<file path="config.mk">
export PLATFORM = sky130hd
export DESIGN_NAME = ip_recv
export DESIGN_NICKNAME = d
export VERILOG_FILES = /design/src/rtl/ip_recv.sv
export SDC_FILE = /design/constraint.sdc
export NUM_CORES = 1
export LEC_CHECK = 0
export CORE_MARGIN = 2
export CORE_UTILIZATION = 51
export DETAILED_ROUTE_END_ITERATION = 8
export PLACE_DENSITY_LB_ADDON = 0.1
export SLEW_MARGIN = 20
export SYNTH_ARGS = -nofsm -noshare
export SYNTH_HDL_FRONTEND = slang
export SYNTH_SLANG_ARGS = --single-unit
</file>
<file path="constraint.sdc">
create_clock -name clk -period 12.27 [get_ports clk]
set_input_delay 2.454 -clock clk [delete_from_list [all_inputs] [get_ports clk]]
set_output_delay 2.454 -clock clk [all_outputs]
set_load 0.03 [all_outputs]
</file>
<file path="src/rtl/ip_recv.sv">
// Receive-side IPv4 parser: validates the header (options included), strips it,
// trims Ethernet padding and forwards the UDP/TCP payload with per-packet metadata.
module ip_recv #(
    parameter bit BCAST_EN = 1'b1
) (
    input  logic        clk,
    input  logic        reset,
    input  logic [31:0] local_IP_in,
    input  logic [31:0] axis_tdata_in,
    input  logic        axis_tvalid_in,
    input  logic [3:0]  axis_tkeep_in,
    input  logic        axis_tlast_in,
    output logic        axis_tready_out,
    output logic [31:0] data_out,
    output logic        data_valid_out,
    output logic [3:0]  data_keep_out,
    output logic        data_last_out,
    input  logic        data_ready_in,
    output logic [7:0]  proto_out,
    output logic [31:0] src_ip_out,
    output logic [15:0] payload_length_out,
    output logic        drop_out,
    output logic [2:0]  drop_code_out,
    output logic        short_err_out
);
    // Handshakes: a word moves only on a cycle where valid and ready are both high;
    // a holder of valid keeps data/keep/last stable until it sees ready.
    typedef enum logic [1:0] {HDR, OPT, PAYLOAD, DRAIN} state_t;

    state_t      state_q, state_d;
    logic [3:0]  wcnt_q, wcnt_d;
    logic [31:0] csum_q, csum_d;
    logic [3:0]  ver_q, ver_d, ihl_q, ihl_d;
    logic [15:0] tl_q, tl_d;
    logic        frag_q, frag_d;
    logic [7:0]  hproto_q, hproto_d;
    logic [31:0] hsrc_q, hsrc_d, dst_q, dst_d;
    logic [15:0] rem_q, rem_d;
    logic [31:0] data_q, data_d;
    logic        valid_q, valid_d, last_q, last_d;
    logic [3:0]  keep_q, keep_d;
    logic [7:0]  proto_q, proto_d;
    logic [31:0] src_q, src_d;
    logic [15:0] plen_q, plen_d;
    logic        drop_q, drop_d, short_q, short_d;
    logic [2:0]  code_q, code_d;

    logic        beat, hdr_beat, final_beat, dst_ok;
    logic [31:0] csum_base, csum_next, dst_cur;
    logic [16:0] fold1, plen_s;
    logic [15:0] fold2;
    logic [3:0]  hdr_last, keep_mask;
    logic [2:0]  eval_code;

    assign axis_tready_out = (state_q == PAYLOAD) ? (!valid_q || data_ready_in) : 1'b1;
    assign beat       = axis_tvalid_in && axis_tready_out;
    assign hdr_beat   = beat && (state_q == HDR || state_q == OPT);
    assign csum_base  = (wcnt_q == 4'd0) ? 32'd0 : csum_q;
    assign csum_next  = csum_base + {16'd0, axis_tdata_in[31:16]} + {16'd0, axis_tdata_in[15:0]};
    assign fold1      = {1'b0, csum_next[15:0]} + {1'b0, csum_next[31:16]};
    assign fold2      = fold1[15:0] + {15'd0, fold1[16]};
    // Header ends at W4 unless options follow; IHL<5 is still evaluated at W4.
    assign hdr_last   = (ihl_q > 4'd5) ? ihl_q - 4'd1 : 4'd4;
    assign final_beat = hdr_beat && (wcnt_q == hdr_last);
    assign dst_cur    = (state_q == HDR) ? axis_tdata_in : dst_q;
    assign dst_ok     = (dst_cur == local_IP_in) || (BCAST_EN && dst_cur == 32'hFFFF_FFFF);
    assign plen_s     = {1'b0, tl_q} - {11'd0, ihl_q, 2'b00};

    always_comb begin
        if (ver_q != 4'd4 || ihl_q < 4'd5)                 eval_code = 3'd1;
        else if (fold2 != 16'hFFFF)                         eval_code = 3'd2;
        else if (!dst_ok)                                   eval_code = 3'd3;
        else if (frag_q)                                    eval_code = 3'd4;
        else if (hproto_q != 8'd6 && hproto_q != 8'd17)     eval_code = 3'd5;
        else if (plen_s[16] || plen_s[15:0] == 16'd0)       eval_code = 3'd6;
        else                                                eval_code = 3'd0;
    end

    always_comb begin
        if (rem_q >= 16'd4)      keep_mask = 4'hF;
        else if (rem_q == 16'd3) keep_mask = 4'hE;
        else if (rem_q == 16'd2) keep_mask = 4'hC;
        else                     keep_mask = 4'h8;
    end

    always_comb begin
        state_d  = state_q;  wcnt_d   = wcnt_q;   csum_d  = csum_q;
        ver_d    = ver_q;    ihl_d    = ihl_q;    tl_d    = tl_q;
        frag_d   = frag_q;   hproto_d = hproto_q; hsrc_d  = hsrc_q;
        dst_d    = dst_q;    rem_d    = rem_q;    data_d  = data_q;
        valid_d  = valid_q;  keep_d   = keep_q;   last_d  = last_q;
        proto_d  = proto_q;  src_d    = src_q;    plen_d  = plen_q;
        code_d   = code_q;   drop_d   = 1'b0;     short_d = 1'b0;
        if (valid_q && data_ready_in) valid_d = 1'b0;

        case (state_q)
            HDR, OPT: begin
                if (hdr_beat) begin
                    wcnt_d = wcnt_q + 4'd1;
                    csum_d = csum_next;
                    case (wcnt_q)
                        4'd0: begin
                            ver_d = axis_tdata_in[31:28];
                            ihl_d = axis_tdata_in[27:24];
                            tl_d  = axis_tdata_in[15:0];
                        end
                        4'd1:    frag_d   = axis_tdata_in[13] || (axis_tdata_in[12:0] != 13'd0);
                        4'd2:    hproto_d = axis_tdata_in[23:16];
                        4'd3:    hsrc_d   = axis_tdata_in;
                        4'd4:    dst_d    = axis_tdata_in;
                        default: ;
                    endcase
                    if (final_beat) begin
                        wcnt_d = 4'd0;
                        if (eval_code != 3'd0) begin
                            drop_d  = 1'b1;
                            code_d  = eval_code;
                            state_d = axis_tlast_in ? HDR : DRAIN;
                        end else if (axis_tlast_in) begin
                            // Valid header but no payload words behind it.
                            drop_d  = 1'b1;
                            code_d  = 3'd7;
                            state_d = HDR;
                        end else begin
                            proto_d = hproto_q;
                            src_d   = hsrc_q;
                            plen_d  = plen_s[15:0];
                            rem_d   = plen_s[15:0];
                            state_d = PAYLOAD;
                        end
                    end else if (axis_tlast_in) begin
                        wcnt_d  = 4'd0;
                        drop_d  = 1'b1;
                        code_d  = 3'd7;
                        state_d = HDR;
                    end else if (wcnt_q == 4'd4) begin
                        state_d = OPT;
                    end
                end
            end
            PAYLOAD: begin
                if (beat) begin
                    data_d  = axis_tdata_in;
                    valid_d = 1'b1;
                    keep_d  = axis_tkeep_in & keep_mask;
                    last_d  = (rem_q <= 16'd4) || axis_tlast_in;
                    if (rem_q <= 16'd4) begin
                        rem_d   = 16'd0;
                        state_d = axis_tlast_in ? HDR : DRAIN;
                    end else begin
                        rem_d = rem_q - 16'd4;
                        if (axis_tlast_in) begin
                            short_d = 1'b1;
                            state_d = HDR;
                        end
                    end
                end
            end
            DRAIN: begin
                if (beat && axis_tlast_in) state_d = HDR;
            end
            default: state_d = HDR;
        endcase
    end

    always_ff @(posedge clk) begin
        if (reset) begin
            state_q  <= HDR;    wcnt_q   <= '0; csum_q  <= '0;
            ver_q    <= '0;     ihl_q    <= '0; tl_q    <= '0;
            frag_q   <= 1'b0;   hproto_q <= '0; hsrc_q  <= '0;
            dst_q    <= '0;     rem_q    <= '0; data_q  <= '0;
            valid_q  <= 1'b0;   keep_q   <= '0; last_q  <= 1'b0;
            proto_q  <= '0;     src_q    <= '0; plen_q  <= '0;
            code_q   <= '0;     drop_q   <= 1'b0; short_q <= 1'b0;
        end else begin
            state_q  <= state_d;  wcnt_q   <= wcnt_d;   csum_q  <= csum_d;
            ver_q    <= ver_d;    ihl_q    <= ihl_d;    tl_q    <= tl_d;
            frag_q   <= frag_d;   hproto_q <= hproto_d; hsrc_q  <= hsrc_d;
            dst_q    <= dst_d;    rem_q    <= rem_d;    data_q  <= data_d;
            valid_q  <= valid_d;  keep_q   <= keep_d;   last_q  <= last_d;
            proto_q  <= proto_d;  src_q    <= src_d;    plen_q  <= plen_d;
            code_q   <= code_d;   drop_q   <= drop_d;   short_q <= short_d;
        end
    end

    assign data_out           = data_q;
    assign data_valid_out     = valid_q;
    assign data_keep_out      = keep_q;
    assign data_last_out      = last_q;
    assign proto_out          = proto_q;
    assign src_ip_out         = src_q;
    assign payload_length_out = plen_q;
    assign drop_out           = drop_q;
    assign drop_code_out      = code_q;
    assign short_err_out      = short_q;
endmodule

</file>
## After elaboration in Yosys (flattened, before gate mapping)

Cells that the tools add are included.

| word-level totals | value |
|---|---|
| bits in registers | 250 |
| input port bits | 73 |
| output and inout bits | 100 |
| logic and storage cells | 140 |

| cells by class | value |
|---|---|
| muxes and demuxes | 43 |
| eq/ne operators | 24 |
| order comparisons | 4 |
| reductions and logical operators | 33 |
| add/subtract/negate cells | 8 |
| bitwise logic cells | 7 |

Operators by type and width:

| operator | count |
|---|---|
| 2-to-1 mux 16 bit | 6 |
| adder 32 x 16 -> 32 bit | 2 |
| 2-to-1 mux 32 bit | 2 |
| 2-to-1 mux 3 bit | 12 |
| == test 16 x 2 -> 1 bit, second input constant | 2 |
| == test 32 bit | 1 |
| == test 32 bit, second input constant | 1 |
| case mux 16 bit (2 select lines) | 1 |
| 2-to-1 mux 2 bit | 11 |
| adder 16 x 16 -> 17 bit | 1 |
| subtractor 16 x 6 -> 17 bit | 1 |
| adder 16 x 1 -> 16 bit | 1 |
| >= comparator 16 x 3 -> 1 bit, second input constant | 1 |
| less-or-equal comparator 16 x 3 -> 1 bit, second input constant | 1 |
| zero test 16 bit | 1 |
| != test 16 bit, second input constant | 1 |
| subtractor 16 x 3 -> 16 bit, second input constant | 1 |
| AND reduction 3 bit | 5 |
| nonzero test 13 bit | 1 |
| 2-to-1 mux 4 bit | 3 |
| != test 2 bit, second input constant | 6 |
| AND reduction 5 bit | 2 |
| == test 4 x 2 -> 1 bit, second input constant | 2 |
| != test 8 x 3 -> 1 bit, second input constant | 1 |
| other kinds (29) | 53 |

## Depth between registers and ports, before layout

| logic depth | value |
|---|---|
| word-level depth | 14 |
| gate-level depth with buffers | 43 |
| gate-level depth less buffers | 38 |

## Worst setup path before layout

OpenSTA, ideal clock, no wires.

| timing | value |
|---|---|
| path kind | input -> register |
| start point | input port axis_tdata_in[1] |
| end point | register plen_q[11], in the netlist payload_length_out[11] |
| required time | 12138 ps |
| setup time | 132 ps |
| data arrival time | 9081 ps |
| cell stages on the path | 36 |
| setup slack | 3057 ps |
| buffers on the path | 3 |
| cells stage by stage | fa_1 > ha_1 > inv_1 > fa_1 > nor2b_1 > o21ai_0 > a21boi_0 > o21ai_0 > a211oi_1 > o41a_1 > o21ai_0 > a21oi_2 > and3_1 > xnor2_1 > nor2_1 > ha_1 > buf_2 > and3_1 > o211ai_1 > a21oi_1 > o31ai_1 > a21oi_1 > o21ai_0 > nand2b_1 > ha_1 > nand3_1 > nor3_1 > nand4_2 > nor4_2 > and3_2 > o2111ai_2 > or3_1 > buf_2 > buf_6 > nor2_1 > nor3_1 |

| between the ends | value |
|---|---|
| longest elaborated chain between the ends | 9 |
| elaborated cells between the ends (all ways) | 14 |
| classes of those cells | 3 x add/sub; 3 x eq/ne; 4 x mux; 1 x bitwise; 3 x reduce/logical |

RTL lines:

| element | RTL line | RTL |
|---|---|---|
| start: declaration | 9 | `input logic [31:0] axis_tdata_in,` |
| adder 32 x 16 -> 32 bit | 59 | `assign csum_next = csum_base + {16'd0, axis_tdata_in[31:16]} + {16'd0, axis_tdata_in[15:0]};` |
| named net csum_next[25] | 49 | `logic [31:0] csum_base, csum_next, dst_cur;` |
| adder 16 x 16 -> 17 bit | 60 | `assign fold1 = {1'b0, csum_next[15:0]} + {1'b0, csum_next[31:16]};` |
| adder 16 x 1 -> 16 bit | 61 | `assign fold2 = fold1[15:0] + {15'd0, fold1[16]};` |
| != test 16 bit | 71 | `else if (fold2 != 16'hFFFF) eval_code = 3'd2;` |
| 2-to-1 mux 3 bit | 71 |  |
| 2-to-1 mux 3 bit | 70 | `if (ver_q != 4'd4 \|\| ihl_q < 4'd5) eval_code = 3'd1;` |
| nonzero test 3 bit | 115 | `if (eval_code != 3'd0) begin` |
| NOT 1 bit (no line) | -- |  |
| AND reduction 5 bit (no line) | -- |  |
| end signal: assignment | 181 | `proto_q <= proto_d; src_q <= src_d; plen_q <= plen_d;` |
| end: declaration | 44 | `logic [15:0] plen_q, plen_d;` |

The timed path passes the listed nets, and every way through them passes these cells.
A chain may end at the register's enable or synchronous reset.

## Worst setup path in the final report

| timing | value |
|---|---|
| start point | input port axis_tdata_in[1] |
| end point | register rem_q[0] |

| between the ends | value |
|---|---|
| longest elaborated chain between the ends | 9 |
| elaborated cells between the ends (all ways) | 14 |
| classes of those cells | 3 x add/sub; 4 x eq/ne; 4 x mux; 3 x reduce/logical |

RTL lines:

| element | RTL line | RTL |
|---|---|---|
| adder 32 x 16 -> 32 bit | 59 |  |
| named net csum_next[25] | 49 |  |
| adder 16 x 16 -> 17 bit | 60 |  |
| adder 16 x 1 -> 16 bit | 61 |  |
| != test 16 bit | 71 |  |
| 2-to-1 mux 3 bit | 71 |  |
| 2-to-1 mux 3 bit | 70 |  |
| nonzero test 3 bit | 115 |  |
| != test 2 bit (no line) | -- |  |
| AND reduction 6 bit (no line) | -- |  |
| end signal: assignment | 179 | `dst_q <= dst_d; rem_q <= rem_d; data_q <= data_d;` |
| end: declaration | 38 | `logic [15:0] rem_q, rem_d;` |

The timed path passes the listed nets, and every way through them passes these cells.

==> flow_metrics.env <==
export IMPL_ant_nets=0
export IMPL_syn_to_final_growth_pct=20.43
export IMPL_synth_mux_area_fraction_pct=0.8675
export IMPL_seq_area_frac_synth_pct=35.77
export IMPL_first_pass_iters=6
export IMPL_syn_nets=1978
export IMPL_io_buffers=172
export IMPL_crit_arrival_ps=11150
export IMPL_comb_power_share_pct=22.0
export IMPL_nNetsFinal=2102
export IMPL_drtIter0Drc=1152
export IMPL_cts_resized=0
export IMPL_fillers=2475
export IMPL_p_int_w=0.001517
export IMPL_io_pins=173
export IMPL_post_cts_repair_setup_buffers=0
export IMPL_critPathLaunch="axis_tdata_in[1]"
export IMPL_slew_violations=0
export IMPL_finalHoldViolCount=0
export IMPL_yosysTopAreaCell="dfxtp_1"
export IMPL_grt_ovfl_total=0
export IMPL_p_sw_w=0.0006591
export IMPL_synthTopCellsByArea="dfxtp_1 36%, nand2_1 12%, a21oi_1 8.9%, ha_1 4.2%, nor2_1 2.8%"
export IMPL_end_kind="flop"
export IMPL_maxCapViolCount=0
export IMPL_grt_max_degree=116
export IMPL_ys_async_sr_fraction_pct=0
export IMPL_dieHeight_um=169.6
export IMPL_crit_top_cell="o21ai_0"
export IMPL_dp_hpwl_um=30300
export IMPL_via_per_inst=5.827
export IMPL_dr_total_vias=13550
export IMPL_clkPwrFrac_pct=39.4
export IMPL_synth_compound_area_share_pct=20.04
export IMPL_crit_path_start_kind="input pin"
export IMPL_synth_edf_count=0
export IMPL_synth_top_family_by_area="simple AND/OR/NAND/NOR gates"
export IMPL_p_per_area_nw_per_um2=129.2
export IMPL_numCtsBuffers=27
export IMPL_numPlacedInstances=2275
export IMPL_fin_cells=2325
export IMPL_skew_ps=9.359
export IMPL_crit_path_top_delay_cell="clkdlybuf4s50_1"
export IMPL_clockBufferDepth=3
export IMPL_cp_max_fo=19
export IMPL_clock_latency_ps=560
export IMPL_antenna_found_initial=0
export IMPL_path_clk_slew_ps=60
export IMPL_sw_frac_of_total_pct=30.29
export IMPL_required_ps=12720
export IMPL_ys_warnings_count=0
export IMPL_synth_top_area_share_pct=35.77
export IMPL_post_route_period_util_pct=87.23
export IMPL_relSlewSlack_pct=32.39
export IMPL_fin_tns_setup_ps=0
export IMPL_final_cell_mix="437 x nand2_1, 250 x a21oi_1, 250 x dfxtp_1"
export IMPL_fmax_mhz=93.43
export IMPL_wl_per_cell_um=18.96
export IMPL_die_area_um2=28770
export IMPL_worst_pin_slew_ps=1012
export IMPL_routed_wl_um=44090
export IMPL_synth_fa_ha_area_share_pct=6.922
export IMPL_outcome="finished clean"
export IMPL_grt_setup_unrepaired="false"
export IMPL_cts_sinks=250
export IMPL_fin_crit_ps=10700
export IMPL_peakVddDrop_uv=116.9
export IMPL_power_share_sequential_pct=38.7
export IMPL_grt_use_total_pct=29.83
export IMPL_grt_pass1_vias=12520
export IMPL_cts_hold_buffers_added=0
export IMPL_drive_above_1_share_pct=5.595
export IMPL_synth_cell_area_um2=13990
export IMPL_fp_dieW_um=169.6
export IMPL_synth_main_ff_cell="dfxtp_1"
export IMPL_num_rows=60
export IMPL_final_core_util_pct=62.51
export IMPL_place_gp_congestion=0.9376
export IMPL_leakagePower_nw=6.125
export IMPL_grt_pass1_wl_um=68330
export IMPL_initial_core_util_pct=51.91
export IMPL_syn_avg_cell_area_um2=7.607
export IMPL_finalSetupViolations=0
export IMPL_cts_tree="built"
export IMPL_coreArea_um2=26950
export IMPL_critPathKind="in -> reg"
export IMPL_drc=0
export IMPL_cts_max_level=1
export IMPL_n_antenna_cell=0
export IMPL_yosys_area_share_xor_xnor_pct=4.633
export IMPL_hold_class="reg -> reg"
export IMPL_reg2reg_slack_ps=2480
export IMPL_slowest_delay_ps=650
export IMPL_synthCells=1839
export IMPL_synth_seq_cells=250
export IMPL_synthSimpleGateAreaFrac_pct=26.44
export IMPL_r2r_start="wcnt_q[0]$_SDFFE_PP0P_"
export IMPL_min_from="src_ip_out[5]$_SDFFE_PP0P_"
export IMPL_synth_cell_types=91
export IMPL_final_common_cell="nand2_1"
export IMPL_root_buffer="clkbuf_16"
worst paths after layout:
path                                      to  cells after the start
hold / removal    src_ip_out[5]$_SDFFE_PP0P_                      2
setup reg to reg       rem_q[0]$_SDFFE_PP0P_                     37
hold reg to reg   src_ip_out[5]$_SDFFE_PP0P_                      2
setup / recovery       rem_q[0]$_SDFFE_PP0P_                     34
worst max-delay path: cells and delay by family:
kind	cells	cell delay [ps]
AND/OR/NAND/NOR	10	2020
adder cells (fa/ha/maj)	5	1860
buffers and inverters	2	710
AO/OA/AOI/OAI	16	3960
XOR/XNOR	1	120
flip-flops by register name, indices dropped and copies added (netlist names):
name                count
csum_q                 32
data_keep_out           4
data_last_out           1
data_out               32
data_valid_out          1
drop_code_out           3
drop_out                1
dst_q                  32
frag_q                  1
hproto_q                8
hsrc_q                 32
ihl_q                   4
payload_length_out     16
proto_out               8
rem_q                  16
short_err_out           1
src_ip_out             32
state_q                 2
tl_q                   16
ver_q                   4
wcnt_q                  4
per-stage QoR:
stage	hold slack [ps]	cell area, µm²	setup slack [ps]	total power [W]
floorplan	431.6	13990	3057	0.001181
global placement	437.6	15910	1392	0.001325
detailed placement	443.1	15910	1182	0.001329
CTS	450.4	16840	1693	0.002179
global route	467.1	16850	798.8	0.002270
finish	446.1	16850	1567	0.002176
power by group through the flow:
stage | registers, W | clock network [W] | logic (W)
floorplan | 0.000855 | 0 | 0.000326
global placement | 0.000858 | 0 | 0.000467
detailed placement | 0.000859 | 0 | 0.000470
CTS | 0.000841 | 0.000865 | 0.000473
global route | 0.000843 | 0.000905 | 0.000522
finish | 0.000841 | 0.000857 | 0.000478
Yosys cell counts, drive strengths merged (4+ instances only):
cell type  instances
and2              25
nand4             24
nor4              26
o2111ai            6
nand2b            24
xnor2             39
nand2            438
buf               21
or2               12
dfxtp            250
o21ai             47
or3               15
or4                5
nand3b             7
o21bai             4
o211ai             9
a31oi             15
o2bb2ai            4
nand3             37
a211oi            17
ha                47
o31ai              6
xor2              35
clkbuf            90
mux2i             11
nor4b              7
nor2             105
a2111oi            6
inv               61
a221oi             7
a21o              13
o22ai             16
o31a               4
nor3              43
and3              11
a311oi             4
nor3b              7
nor2b             12
fa                19
a21oi            252
o21a              14
area by class of cell:
class	instances	area [µm²]	share of cell area [%]
clock buffer	42	792.0	4.701
inverter	61	229.0	1.359
sequential	250	5005	29.71
timing repair buffer	208	1997	11.85
multi-input combinational	1415	8259	49.02
clock inverter	8	138.9	0.8244
tap	341	426.7	2.532
cells by family (layout without fill, tap and decap cells):
| logic type | count (synthesis) | after routing |
|---|---|---|
| adders and majority gates | 66 | 66 |
| muxes | 12 | 12 |
| and+or+nand+nor | 804 | 804 |
| AOI/OAI and AO/OA | 459 | 459 |
| xor gates and xnor gates | 74 | 74 |
| buffers and inverters | 174 | 319 |
| DFF | 250 | 250 |
metal layers:
| metal | vias up | track usage (%) | share of wire (%) |
|---|---|---|---|
| met5 | - | 0 | 0 |
| met4 | 0 | 9.588 | 3.2 |
| met3 | 98 | 5.317 | 7.7 |
| met2 | 522 | 48.20 | 46 |
| met1 | 6318 | 40.54 | 43 |
| li1 | 6610 | - | - |
Note: power is estimated with default switching activity, not from simulation.
